### src/rtl/fetch_queue_if.sv
`default_nettype none
// ============================================================================
// fetch_queue_if : redirect, instruction-memory and decode handshake bundle
// Revision       : 1.0
// ============================================================================
interface fetch_queue_if #(
    parameter int N = 64
);
    logic         PCSrc_F;
    logic [N-1:0] PCBranch_F;
    logic         imem_req;
    logic [N-1:0] imem_addr;
    logic         imem_rvalid;
    logic [31:0]  imem_rdata;
    logic         valid_D;
    logic         ready_D;
    logic [31:0]  instr_D;
    logic [N-1:0] pc_D;

    // master: the fetch queue itself; slave: memory, redirect source and decode
    modport master (
        input  PCSrc_F, PCBranch_F, imem_rvalid, imem_rdata, ready_D,
        output imem_req, imem_addr, valid_D, instr_D, pc_D
    );

    modport slave (
        output PCSrc_F, PCBranch_F, imem_rvalid, imem_rdata, ready_D,
        input  imem_req, imem_addr, valid_D, instr_D, pc_D
    );
endinterface
`default_nettype wire

### src/rtl/fetch_queue.sv
`default_nettype none
// ============================================================================
// fetch_queue : PC register, single-outstanding imem fetch, DEPTH-entry decode FIFO
// Revision    : 1.0
// ============================================================================
module fetch_queue #(
    parameter int           N        = 64,
    parameter int           DEPTH    = 4,
    parameter logic [N-1:0] RESET_PC = '0
) (
    input wire           clk,
    input wire           reset,
    fetch_queue_if.master bus
);
    localparam int               c_PTR_W   = $clog2(DEPTH);
    localparam int               c_CNT_W   = c_PTR_W + 1;
    localparam logic [c_CNT_W-1:0] c_DEPTH = c_CNT_W'(DEPTH);
    localparam logic [N-1:0]     c_PC_STEP = N'(4);

    typedef enum logic [0:0] {
        S_IDLE = 1'b0,
        S_WAIT = 1'b1
    } state_t;

    state_t               state_q, state_d;
    logic [N-1:0]         pc_q, pc_d;
    logic [N-1:0]         req_addr_q, req_addr_d;
    logic                 drop_q, drop_d;
    logic [c_CNT_W-1:0]   count_q, count_d;
    logic [c_PTR_W-1:0]   wr_ptr_q, wr_ptr_d;
    logic [c_PTR_W-1:0]   rd_ptr_q, rd_ptr_d;

    logic [31:0]          instr_mem [DEPTH];
    logic [N-1:0]         pc_mem    [DEPTH];

    logic                 w_resp;
    logic                 w_keep;
    logic                 w_push;
    logic                 w_pop;
    logic                 w_slot;
    logic                 w_issue;
    logic [c_CNT_W-1:0]   w_occ;
    logic [N-1:0]         w_fetch_pc;

    always_comb begin
        w_resp     = (state_q == S_WAIT) && bus.imem_rvalid;
        w_keep     = w_resp && !drop_q;
        w_push     = w_keep && !bus.PCSrc_F;
        w_pop      = (count_q != '0) && bus.ready_D;
        // Occupancy ignores a same-cycle pop so imem_req never depends on ready_D
        w_occ      = count_q + c_CNT_W'(w_keep);
        w_slot     = (state_q == S_IDLE) || w_resp;
        w_fetch_pc = w_keep ? (pc_q + c_PC_STEP) : pc_q;
        w_issue    = reset && w_slot && !bus.PCSrc_F && (w_occ < c_DEPTH);
    end

    always_comb begin
        state_d    = state_q;
        pc_d       = pc_q;
        req_addr_d = req_addr_q;
        drop_d     = drop_q;
        count_d    = count_q;
        wr_ptr_d   = wr_ptr_q;
        rd_ptr_d   = rd_ptr_q;

        if (w_resp) begin
            state_d = S_IDLE;
            drop_d  = 1'b0;
        end
        if (w_push) begin
            pc_d     = pc_q + c_PC_STEP;
            wr_ptr_d = wr_ptr_q + 1'b1;
        end
        if (w_pop) begin
            rd_ptr_d = rd_ptr_q + 1'b1;
        end
        case ({w_push, w_pop})
            2'b10:   count_d = count_q + 1'b1;
            2'b01:   count_d = count_q - 1'b1;
            default: count_d = count_q;
        endcase
        if (w_issue) begin
            state_d    = S_WAIT;
            req_addr_d = w_fetch_pc;
        end

        // Redirect wins over push/pop; a request still in flight must be discarded
        if (bus.PCSrc_F) begin
            pc_d     = bus.PCBranch_F;
            count_d  = '0;
            wr_ptr_d = '0;
            rd_ptr_d = '0;
            drop_d   = (state_q == S_WAIT) && !bus.imem_rvalid;
        end
    end

    always_ff @(posedge clk or negedge reset) begin
        if (!reset) begin
            state_q    <= S_IDLE;
            pc_q       <= RESET_PC;
            req_addr_q <= RESET_PC;
            drop_q     <= 1'b0;
            count_q    <= '0;
            wr_ptr_q   <= '0;
            rd_ptr_q   <= '0;
        end else begin
            state_q    <= state_d;
            pc_q       <= pc_d;
            req_addr_q <= req_addr_d;
            drop_q     <= drop_d;
            count_q    <= count_d;
            wr_ptr_q   <= wr_ptr_d;
            rd_ptr_q   <= rd_ptr_d;
        end
    end

    always_ff @(posedge clk) begin
        if (w_push) begin
            instr_mem[wr_ptr_q] <= bus.imem_rdata;
            pc_mem[wr_ptr_q]    <= req_addr_q;
        end
    end

    assign bus.imem_req  = w_issue;
    assign bus.imem_addr = w_issue ? w_fetch_pc : req_addr_q;
    assign bus.valid_D   = (count_q != '0);
    // Head is forced to zero when empty so reset and flush present clean outputs
    assign bus.instr_D   = bus.valid_D ? instr_mem[rd_ptr_q] : 32'h0;
    assign bus.pc_D      = bus.valid_D ? pc_mem[rd_ptr_q]    : '0;

endmodule
`default_nettype wire

### src/flat_wrapper.sv
// flat-port wrapper written by rule: the top's interface ports become plain ports
module fetch_queue_flat 
#(
    parameter int           N        = 64,
    parameter int           DEPTH    = 4,
    parameter logic [N-1:0] RESET_PC = '0
)
  (clk, reset, bus_PCSrc_F, bus_PCBranch_F, bus_imem_rvalid, bus_imem_rdata, bus_ready_D, bus_imem_req, bus_imem_addr, bus_valid_D, bus_instr_D, bus_pc_D);
  fetch_queue_if #(.N(N)) bus_i ();
  input wire clk;
  input wire reset;
  input wire logic [$bits(bus_i.PCSrc_F)-1:0] bus_PCSrc_F;
  input wire logic [$bits(bus_i.PCBranch_F)-1:0] bus_PCBranch_F;
  input wire logic [$bits(bus_i.imem_rvalid)-1:0] bus_imem_rvalid;
  input wire logic [$bits(bus_i.imem_rdata)-1:0] bus_imem_rdata;
  input wire logic [$bits(bus_i.ready_D)-1:0] bus_ready_D;
  output wire logic [$bits(bus_i.imem_req)-1:0] bus_imem_req;
  output wire logic [$bits(bus_i.imem_addr)-1:0] bus_imem_addr;
  output wire logic [$bits(bus_i.valid_D)-1:0] bus_valid_D;
  output wire logic [$bits(bus_i.instr_D)-1:0] bus_instr_D;
  output wire logic [$bits(bus_i.pc_D)-1:0] bus_pc_D;
  assign bus_i.PCSrc_F = bus_PCSrc_F;
  assign bus_i.PCBranch_F = bus_PCBranch_F;
  assign bus_i.imem_rvalid = bus_imem_rvalid;
  assign bus_i.imem_rdata = bus_imem_rdata;
  assign bus_i.ready_D = bus_ready_D;
  assign bus_imem_req = bus_i.imem_req;
  assign bus_imem_addr = bus_i.imem_addr;
  assign bus_valid_D = bus_i.valid_D;
  assign bus_instr_D = bus_i.instr_D;
  assign bus_pc_D = bus_i.pc_D;
  fetch_queue #(.N(N), .DEPTH(DEPTH), .RESET_PC(RESET_PC)) u_core (.clk(clk), .reset(reset), .bus(bus_i));
endmodule
### config.mk
export PLATFORM = sky130hd
export DESIGN_NAME = fetch_queue_flat
export DESIGN_NICKNAME = d
export VERILOG_FILES = /design/src/rtl/fetch_queue_if.sv /design/src/rtl/fetch_queue.sv /design/src/flat_wrapper.sv
export SDC_FILE = /design/constraint.sdc
export NUM_CORES = 1
export LEC_CHECK = 0
export ABC_AREA = 1
export BUFFER_PORTS_ARGS = -buffer_cell sky130_fd_sc_hd__buf_2
export CELL_PAD_IN_SITES_DETAIL_PLACEMENT = 1
export CELL_PAD_IN_SITES_GLOBAL_PLACEMENT = 1
export CORE_MARGIN = 3
export CORE_UTILIZATION = 30
export CTS_BUF_LIST = sky130_fd_sc_hd__clkbuf_4 sky130_fd_sc_hd__clkbuf_8 sky130_fd_sc_hd__clkbuf_16
export DETAILED_ROUTE_END_ITERATION = 8
export PLACE_DENSITY_LB_ADDON = 0.1
export SLEW_MARGIN = 25
export SYNTH_ARGS = -nofsm -noshare
export SYNTH_HDL_FRONTEND = slang
export SYNTH_SLANG_ARGS = --single-unit
### constraint.sdc
create_clock -name clk -period 5.4 [get_ports clk]
set_clock_uncertainty 0.1 [all_clocks]
set_input_delay 1.08 -clock clk [delete_from_list [all_inputs] [get_ports clk]]
set_output_delay 1.08 -clock clk [all_outputs]
set_load 0.1 [all_outputs]
**Word level (Yosys, flattened, before mapping)**

Memories as Yosys holds them, arrays and structs flattened.
Index checks and enable logic that the tools add are counted.

- $add $sub $neg: 6
- $mul: 0
- Divide/modulo/power cells: 0
- Order comparisons: 1
- Equal/unequal tests: 2
- Shift-type cells: 0
- Multiplexer cells: 17
- Bitwise gates (word level): 1
- Reductions and logical operators: 18

Operators by type and width:

| operator | number |
|---|---|
| $mux 64 | 5 |
| $add 64x3->64 const B | 1 |
| $mux 32 | 1 |
| $logic_and 1x1->1 | 8 |
| $mux 2 | 4 |
| $reduce_bool 2->1 | 4 |
| $pmux 3 s2 | 1 |
| $reduce_bool 3->1 | 2 |
| $mux 1 | 5 |
| $add 2x1->2 const B | 2 |
| $add 3x1->3 | 1 |
| $add 3x1->3 const B | 1 |
| $logic_not 1->1 | 3 |
| $lt 3x3->1 const B | 1 |
| $mux 3 | 1 |
| $sub 3x1->3 const B | 1 |
| $eq 2x1->1 const B | 1 |
| $eq 2x2->1 const B | 1 |
| $logic_or 1x1->1 | 1 |
| $not 1->1 | 1 |

- Flip-flop bits (word level): 137
- Bits in latches: 0
- Bits in writable memories: 384
- ROM bits: 0
- Bits of input ports: 101
- Output and inout port bits: 162
- Word-level logic and storage cells: 54
- Memories: 2

Memory list:

| memory | words | bits a word | read ports | clocked after Yosys merged registers in | write ports | line | RTL |
|---|---|---|---|---|---|---|---|
| u_core.pc_mem | 4 | 64 | 1 | 0 | 1 | fetch_queue.sv:34 | `logic [N-1:0] pc_mem [DEPTH];` |
| u_core.instr_mem | 4 | 32 | 1 | 0 | 1 | fetch_queue.sv:33 | `logic [31:0] instr_mem [DEPTH];` |

**Depth between registers and ports, before layout**

Gate-level depths: netlist of run 1.

- Word-level depth: 6
- Gate-level depth with buffers: 12
- Depth with buffers taken out: 12

**Worst setup path after synthesis of run 1**

No wires, ideal clock.

- Path kind: input port to flip-flop
- Start point: input port bus_imem_rvalid
- End point: memory u_core.instr_mem[0][0], enable pin
- Setup time: 0.551 ns
- Data arrival time: 5.715 ns
- Data required time: 4.749 ns
- Path slack: -0.967 ns
- Stages: 6
- Path buffers: 2
- Cells stage by stage: nand3b_1 -> buf_4 -> nor2_1 -> buf_2 -> inv_1 -> nor2_1

- Word-level cells in the longest chain between the ends: 5

Ends and longest elaborated chain:

| element | line | RTL |
|---|---|---|
| from (decl) | flat_wrapper.sv:14 | `input wire logic [$bits(bus_i.imem_rvalid)-1:0] bus_imem_rvalid;` |
| $logic_and 1x1->1 | fetch_queue.sv:46 | `w_resp = (state_q == S_WAIT) && bus.imem_rvalid;` |
| $logic_and 1x1->1 | fetch_queue.sv:47 | `w_keep = w_resp && !drop_q;` |
| $logic_and 1x1->1 | fetch_queue.sv:48 | `w_push = w_keep && !bus.PCSrc_F;` |
| $mux 1 | fetch_queue.sv:118 | `if (w_push) begin` |
| $mux 1 (not written as such) | fetch_queue.sv:119 | `instr_mem[wr_ptr_q] <= bus.imem_rdata;` |
| to (decl) | fetch_queue.sv:33 |  |

No other way between the ends.

**Final worst setup path of run 1**

- Start point: register u_core.rd_ptr_q[1]
- End point: output port bus_instr_D[14]

- Word-level cells in the longest chain between the ends: 2

Ends and longest elaborated chain:

| element | line | RTL |
|---|---|---|
| from (decl) | fetch_queue.sv:31 | `logic [c_PTR_W-1:0] rd_ptr_q, rd_ptr_d;` |
| from (signal assigned) | fetch_queue.sv:113 | `rd_ptr_q <= rd_ptr_d;` |
| $mem_v2 4x32 | n/a |  |
| $mux 32 | fetch_queue.sv:128 | `assign bus.instr_D = bus.valid_D ? instr_mem[rd_ptr_q] : 32'h0;` |
| to (decl) | flat_wrapper.sv:20 | `output wire logic [$bits(bus_i.instr_D)-1:0] bus_instr_D;` |

No other way between the ends.

==> results of run 1 <==
area by class of cell:
class,instances,share of cell area (%)
flip-flops and latches,521,52.8
inverters,111,1.49
clock inverters,35,1.41
clock buffers,75,5.68
well taps,1020,4.50
repair buffers,304,8.75
multi-input cells,1635,25.4
worst paths after layout:
| path | from | endpoint | slack, ns | depth (start not counted) |
|---|---|---|---|---|
| min reg2reg | u_core.req_addr_q[48] | u_core.pc_mem[1][48] | 0.42 | 0 |
| max | u_core.rd_ptr_q[1] | bus_instr_D[14] | 0.79 | 6 |
| min in group clk | u_core.req_addr_q[48] | u_core.pc_mem[1][48] | 0.42 | 0 |
| max reg2reg | u_core.count_q[0] | u_core.count_q[2] | 2.14 | 11 |
| max in group asynchronous | reset | u_core.req_addr_q[42] | 3.48 | 3 |
| min | reset | u_core.req_addr_q[48] | 0.39 | 2 |
per-layer routing:
layer | track usage [%] | up-vias
li1 | - | 8496
met1 | 27.2 | 8867
met2 | 35.6 | 346
met3 | 3.19 | 96
met4 | 4.65 | 0
met5 | 0 | -
synth_stat cells:
cell type	count
fa_1	1
nor3_1	1
nor2_2	9
buf_2	38
nand2_4	1
o21ai_1	31
o211ai_1	17
dfrtp_1	137
inv_1	103
nand2_2	6
xor2_1	21
nand3_2	1
nor4_1	1
nor2_8	1
nand2_1	527
nor2_1	519
buf_1	14
a21oi_1	143
inv_2	6
edfxtp_1	384
xnor2_1	4
clkinv_1	2
nand3b_1	2
nor2_4	3
ha_1	5
nand4_1	10
nor3_2	1
nand3_1	95
clkbuf_1	62
buf_4	2
o21ai_0	236
flip-flops by register name, indices dropped and copies added, names as in the netlist:
| signal | count |
|---|---|
| u_core.rd_ptr_q | 2 |
| u_core.instr_mem | 128 |
| u_core.req_addr_q | 64 |
| u_core.count_q | 3 |
| u_core.pc_mem | 256 |
| u_core.drop_q | 1 |
| u_core.wr_ptr_q | 2 |
| u_core.state_q | 1 |
| u_core.pc_q | 64 |
report_power, final:
| group | total, mW | switching [mW] | leakage (nW) | internal (mW) |
|---|---|---|---|---|
| registers | 5.43 | 0.549 | 5.19 | 4.88 |
| clock network | 4.12 | 1.67 | 1.00 | 2.45 |
| logic | 8.36 | 6.83 | 5.10 | 1.54 |
| total | 17.9 | 9.05 | 11.3 | 8.87 |
metrics by stage:
step	power, mW	utilization (%)
finish	17.9	37.7
global route	18.6	37.7
CTS	18.2	37.7
detailed placement	14.0	35.0
global placement	13.9	35.0
floorplan	11.5	-
kinds of logic (layout without fill, tap and decap cells):
group	count (synthesis)	in the layout	share of synthesized area, %
and+or+nand+nor	1177	1177	20.3
xor gates and xnor gates	25	25	0.951
AOI/OAI and AO/OA	427	427	9.47
DFF	521	521	65.0
adders and majority gates	6	6	0.359
buffers and inverters	227	525	3.94
worst max-delay path: cells and delay by family, from the launching register on:
| family | cells | cell delay (ns) |
|---|---|---|
| buf+inv | 3 | 1.37 |
| flops | 1 | 0.90 |
| compound gates | 2 | 0.33 |
| simple gates | 1 | 0.17 |
==> impl_metrics.tcl, run 1 <==
set metrics [dict create \
    outcome "complete, no violations" \
    yosys.area.top_type_share_pct 50.1 \
    dpl.cell_count 3591 \
    start_kind "flop" \
    routed.top_layer "met4" \
    synth-seq-area-share_pct 65.0 \
    io_pins 263 \
    grt_pass1_vias 18800 \
    period_share_pct 85.4 \
    syn_area_sq_um 23000 \
    cts_sinks 521 \
    syn_inst 2383 \
    max-slew-margin-rel_pct 30.9 \
    multi_input_area_sq_um 7210 \
    finalSetupTns_ns 0 \
    critPathMaxFanout 53 \
    required_ns 4.22 \
    drt-met1-wl_um 37800 \
    viasPerCell 4.81 \
    fmax_ghz 0.217 \
    cts-buffers-inserted 58 \
    wl_met2_um 41100 \
    synth.area.top_cells "edfxtp_1 50%, dfrtp_1 15%, nand2_1 8.6%" \
    place.gp.congestion 0.915 \
    regArea_sq_um 15000 \
    final_cell_mix "527 x nand2_1, 513 x nor2_1, 384 x edfxtp_1" \
    io_buffers 262 \
    fp.dieW_um 283 \
    dr.first_iter.drc_count 929 \
    finalHoldWorstSlack_ns 0.394 \
    hold_class "input pin to async pin" \
    p_per_area_nw_per_um2 632 \
    wl_met3_um 3560 \
    grt_max_degree 95 \
    drive_gt1_share_pct 16.5 \
    die-area_sq_um 80100 \
    initial_core_util_pct 30.6 \
    clk_pin_slew_ns 0.06 \
    place_hpwl_um 58800 \
    ctsHoldBuffers 0 \
    grt_use_total_pct 20.6 \
    layout_commonest_cell "nand2_1" \
    finalInstanceArea_sq_um 28400 \
    nNetsFinal 2738 \
    root_buffer "clkbuf_16" \
    worstSkewPairLatency_ns 0.62 \
    maxSlewViolCount 0 \
    antenna_found_initial 3 \
    worst_slack_ns 0.791 \
    worst_slew_pin_slew_ns 1.04 \
    max_stage_delay_ns 0.90 \
    gr-total-overflow 0 \
    nFillCells 8482 \
    ir_drop_uv 293 \
    syn_nets 2490 \
    grt_pass1_wl_um 124000 \
    path_class "flop to output pin" \
    dp_slack_ns 0.885 \
    area_growth_pct 23.2 \
    power.leakage_nw 11.3 \
    endpoint_kind "output pin" \
    die_y_um 283 \
    std_cell_rows 100 \
    crit_path_top_delay_cell "dfrtp_4" \
    setup_viol 0 \
    cts_resized 0 \
    yosys_warnings 0 \
    vias 17800 \
    post_cts_buffers 0 \
    hold_viol 0 \
    arrival_ns 3.43 \
    drc 0 \
    min_period_ns 4.61 \
    cap_violations 0 \
    htree_levels 2 \
    ys_seq_elements 521 \
    cp_cell_sequence "inv_4 -> buf_4 -> nor2_1 -> o21ai_0 -> a21oi_1 -> buf_2" \
    routedWlPerCell_um 22.7 \
    cts.path.max_buffers 3 \
    wl_um 84100 \
    cts_tree "yes" \
    syn_area_per_cell_sq_um 9.66 \
    first_pass_iters 5 \
    placedInstanceArea_sq_um 26400 \
    core-area_sq_um 75200 \
    rsz0062_at_grt "no" \
    synth_cell_types 31 \
    yosysTopAreaCell "edfxtp_1" \
    postRouteAntennaNets 0 \
    num_antenna_cells 0 \
    layout.cells.non_filler 3701 \
]
No activity file was read; power rests on OpenSTA's default activity.
==> inputs of run 2 (changes only) <==
--- a/config.mk
+++ b/config.mk
@@ -7,13 +7,10 @@
 export LEC_CHECK = 0
 export ABC_AREA = 1
 export BUFFER_PORTS_ARGS = -buffer_cell sky130_fd_sc_hd__buf_2
-export CELL_PAD_IN_SITES_DETAIL_PLACEMENT = 1
-export CELL_PAD_IN_SITES_GLOBAL_PLACEMENT = 1
 export CORE_MARGIN = 3
 export CORE_UTILIZATION = 30
 export CTS_BUF_LIST = sky130_fd_sc_hd__clkbuf_4 sky130_fd_sc_hd__clkbuf_8 sky130_fd_sc_hd__clkbuf_16
 export DETAILED_ROUTE_END_ITERATION = 8
-export PLACE_DENSITY_LB_ADDON = 0.1
 export SLEW_MARGIN = 25
 export SYNTH_ARGS = -nofsm -noshare
 export SYNTH_HDL_FRONTEND = slang
==> run 2 against run 1 <==
Against the previous run: worst setup slack improved by 0.16 ns; sequential power fell by 1%; global-route usage fell by 2.4 points; register-to-register slack got worse by 0.12 ns; critical path depth stayed put; maximum frequency up 3.6%; clock power fell by 4.9%; flip-flop and latch count unchanged; non-clock buffer count shrank 4.
==> impl_metrics.tcl, run 2 (synthesized netlist as in run 1, its figures left out) <==
set metrics [dict create \
    grt_use_total_pct 18.2 \
    arrival_ns 3.27 \
    final_cell_mix "527 x nand2_1, 513 x nor2_1, 384 x edfxtp_1" \
    hold_viol 0 \
    fp.dieW_um 283 \
    regArea_sq_um 15000 \
    cts_tree "yes" \
    max_stage_delay_ns 0.55 \
    fmax_ghz 0.225 \
    p_per_area_nw_per_um2 622 \
    cts-buffers-inserted 56 \
    placedInstanceArea_sq_um 26300 \
    r2r_slack_ns 2.02 \
    io_pins 263 \
    setup_viol 0 \
    core-area_sq_um 75200 \
    cp_num_cells 6 \
    viasPerCell 4.79 \
    path_class "flop to output pin" \
    place.gp.congestion 0.987 \
    wl_um 74600 \
    cp_cell_sequence "clkinv_2 -> buf_12 -> nor2_1 -> o21ai_0 -> a21oi_1 -> buf_2" \
    p_total_mw 17.6 \
    cap_violations 0 \
    area_growth_pct 22.8 \
    io_buffers 262 \
    die_y_um 283 \
    worst-r2r-cell-count 7 \
    place_hpwl_um 51000 \
    largest_reg_flops 256 \
    cts_resized 0 \
    start_kind "flop" \
    initial_core_util_pct 30.6 \
    critPathMaxFanout 60 \
    cts_sinks 521 \
    maxSlewViolCount 0 \
    nNetsFinal 2732 \
    critPathTopFamily "buffers and inverters" \
    cts.path.max_buffers 3 \
    htree_levels 2 \
    drive_gt1_share_pct 16.3 \
    endpoint_kind "output pin" \
    hold_class "input pin to async pin" \
    grt_max_degree 193 \
    top_regs "u_core.pc_mem (256), u_core.instr_mem (128)" \
    min_period_ns 4.45 \
    rsz0062_at_grt "no" \
    r2r-start "u_core.drop_q" \
    ctsHoldBuffers 0 \
    std_cell_rows 100 \
    first_pass_iters 6 \
    max-slew-margin-rel_pct 37.0 \
    cp_num_buf_inv 3 \
    crit_end "bus_pc_D[29]" \
    power.leakage_nw 11.2 \
    dp_slack_ns 1.15 \
    post_cts_buffers 0 \
    root_buffer "clkbuf_16" \
    vias 17700 \
    grt_pass1_wl_um 110000 \
    crit_path_start "u_core.rd_ptr_q[1]" \
    ir_drop_uv 351 \
    routedWlPerCell_um 20.2 \
    outcome "complete, no violations" \
    multi_input_area_sq_um 7210 \
    required_ns 4.22 \
    finalInstanceArea_sq_um 28300 \
    clk_pin_slew_ns 0.07 \
    crit_path_top_delay_cell "dfrtp_4" \
    postRouteAntennaNets 0 \
    worstSkewPairLatency_ns 0.61 \
    gr-total-overflow 0 \
    layout_commonest_cell "nand2_1" \
    dr.first_iter.drc_count 1498 \
    drc 0 \
    die-area_sq_um 80100 \
    worst_slew_pin_slew_ns 0.946 \
    nFillCells 7406 \
    worst_slack_ns 0.953 \
    top_register "u_core.pc_mem" \
    antenna_found_initial 7 \
    grt_pass1_vias 16900 \
    period_share_pct 82.4 \
    regToRegEndpoint "u_core.instr_mem[0][0]" \
]
-- run 2: cell types whose count changed in the layout (fill, tap and decap cells not counted), moves of 2 or more --
cell and delta:
inv_6 +5, buf_4 -3, diode_2 +3, bufinv_16 -4
buf_2 -3, clkbuf_4 -2, clkbuf_8 +2, clkinv_2 -4
clkinvlp_4 +2, clkinv_1 -3
-- run 2: stage by stage --
| step | utilization, % | cells | TNS (ns) | hold WS, ns |
|---|---|---|---|---|
| after floorplan | - | 2383 | -371.23 | 0.376 |
| after global placement | 35.0 | 3586 | 0 | 0.400 |
| after detailed placement | 35.0 | 3586 | 0 | 0.401 |
| after CTS | 37.5 | 3691 | 0 | 0.416 |
| after global routing | 37.6 | 3694 | 0 | 0.357 |
| final | 37.6 | 3695 | 0 | 0.376 |
-- run 2: layout make-up --
type | instances | area share [%]
Sequential cell | 521 | 52.9
Timing Repair Buffer | 300 | 8.78
Antenna cell | 3 | 0.0266
Clock inverter | 29 | 0.916
Clock buffer | 76 | 5.83
Multi-Input combinational cell | 1635 | 25.5
Tap cell | 1020 | 4.51
Inverter | 111 | 1.49
-- run 2: worst min path at each step --
stage / startpoint / to
CTS: u_core.req_addr_q[59] / u_core.pc_mem[1][59]
detailed placement: u_core.pc_q[63] / u_core.pc_q[63]
global route: reset / u_core.pc_q[38]
finish: reset / u_core.pc_q[29]
global placement: u_core.req_addr_q[59] / u_core.pc_mem[3][59]
floorplan: u_core.req_addr_q[0] / u_core.pc_mem[0][0]
-- run 2: layer usage --
layer,part of all wire (%),global-route usage (%),vias up
li1,-,-,8485
met1,44,24.3,8518
met2,48,30.3,561
met3,5.4,2.87,132
met4,3.1,5.80,2
met5,0.015,0,-
-- run 2: power by group --
| group | switching, mW | total [mW] | leakage (nW) | internal [mW] |
|---|---|---|---|---|
| clock | 1.62 | 3.92 | 0.946 | 2.30 |
| sequential | 0.470 | 5.35 | 5.19 | 4.88 |
| combinational | 6.80 | 8.32 | 5.09 | 1.51 |
| total | 8.90 | 17.6 | 11.2 | 8.69 |
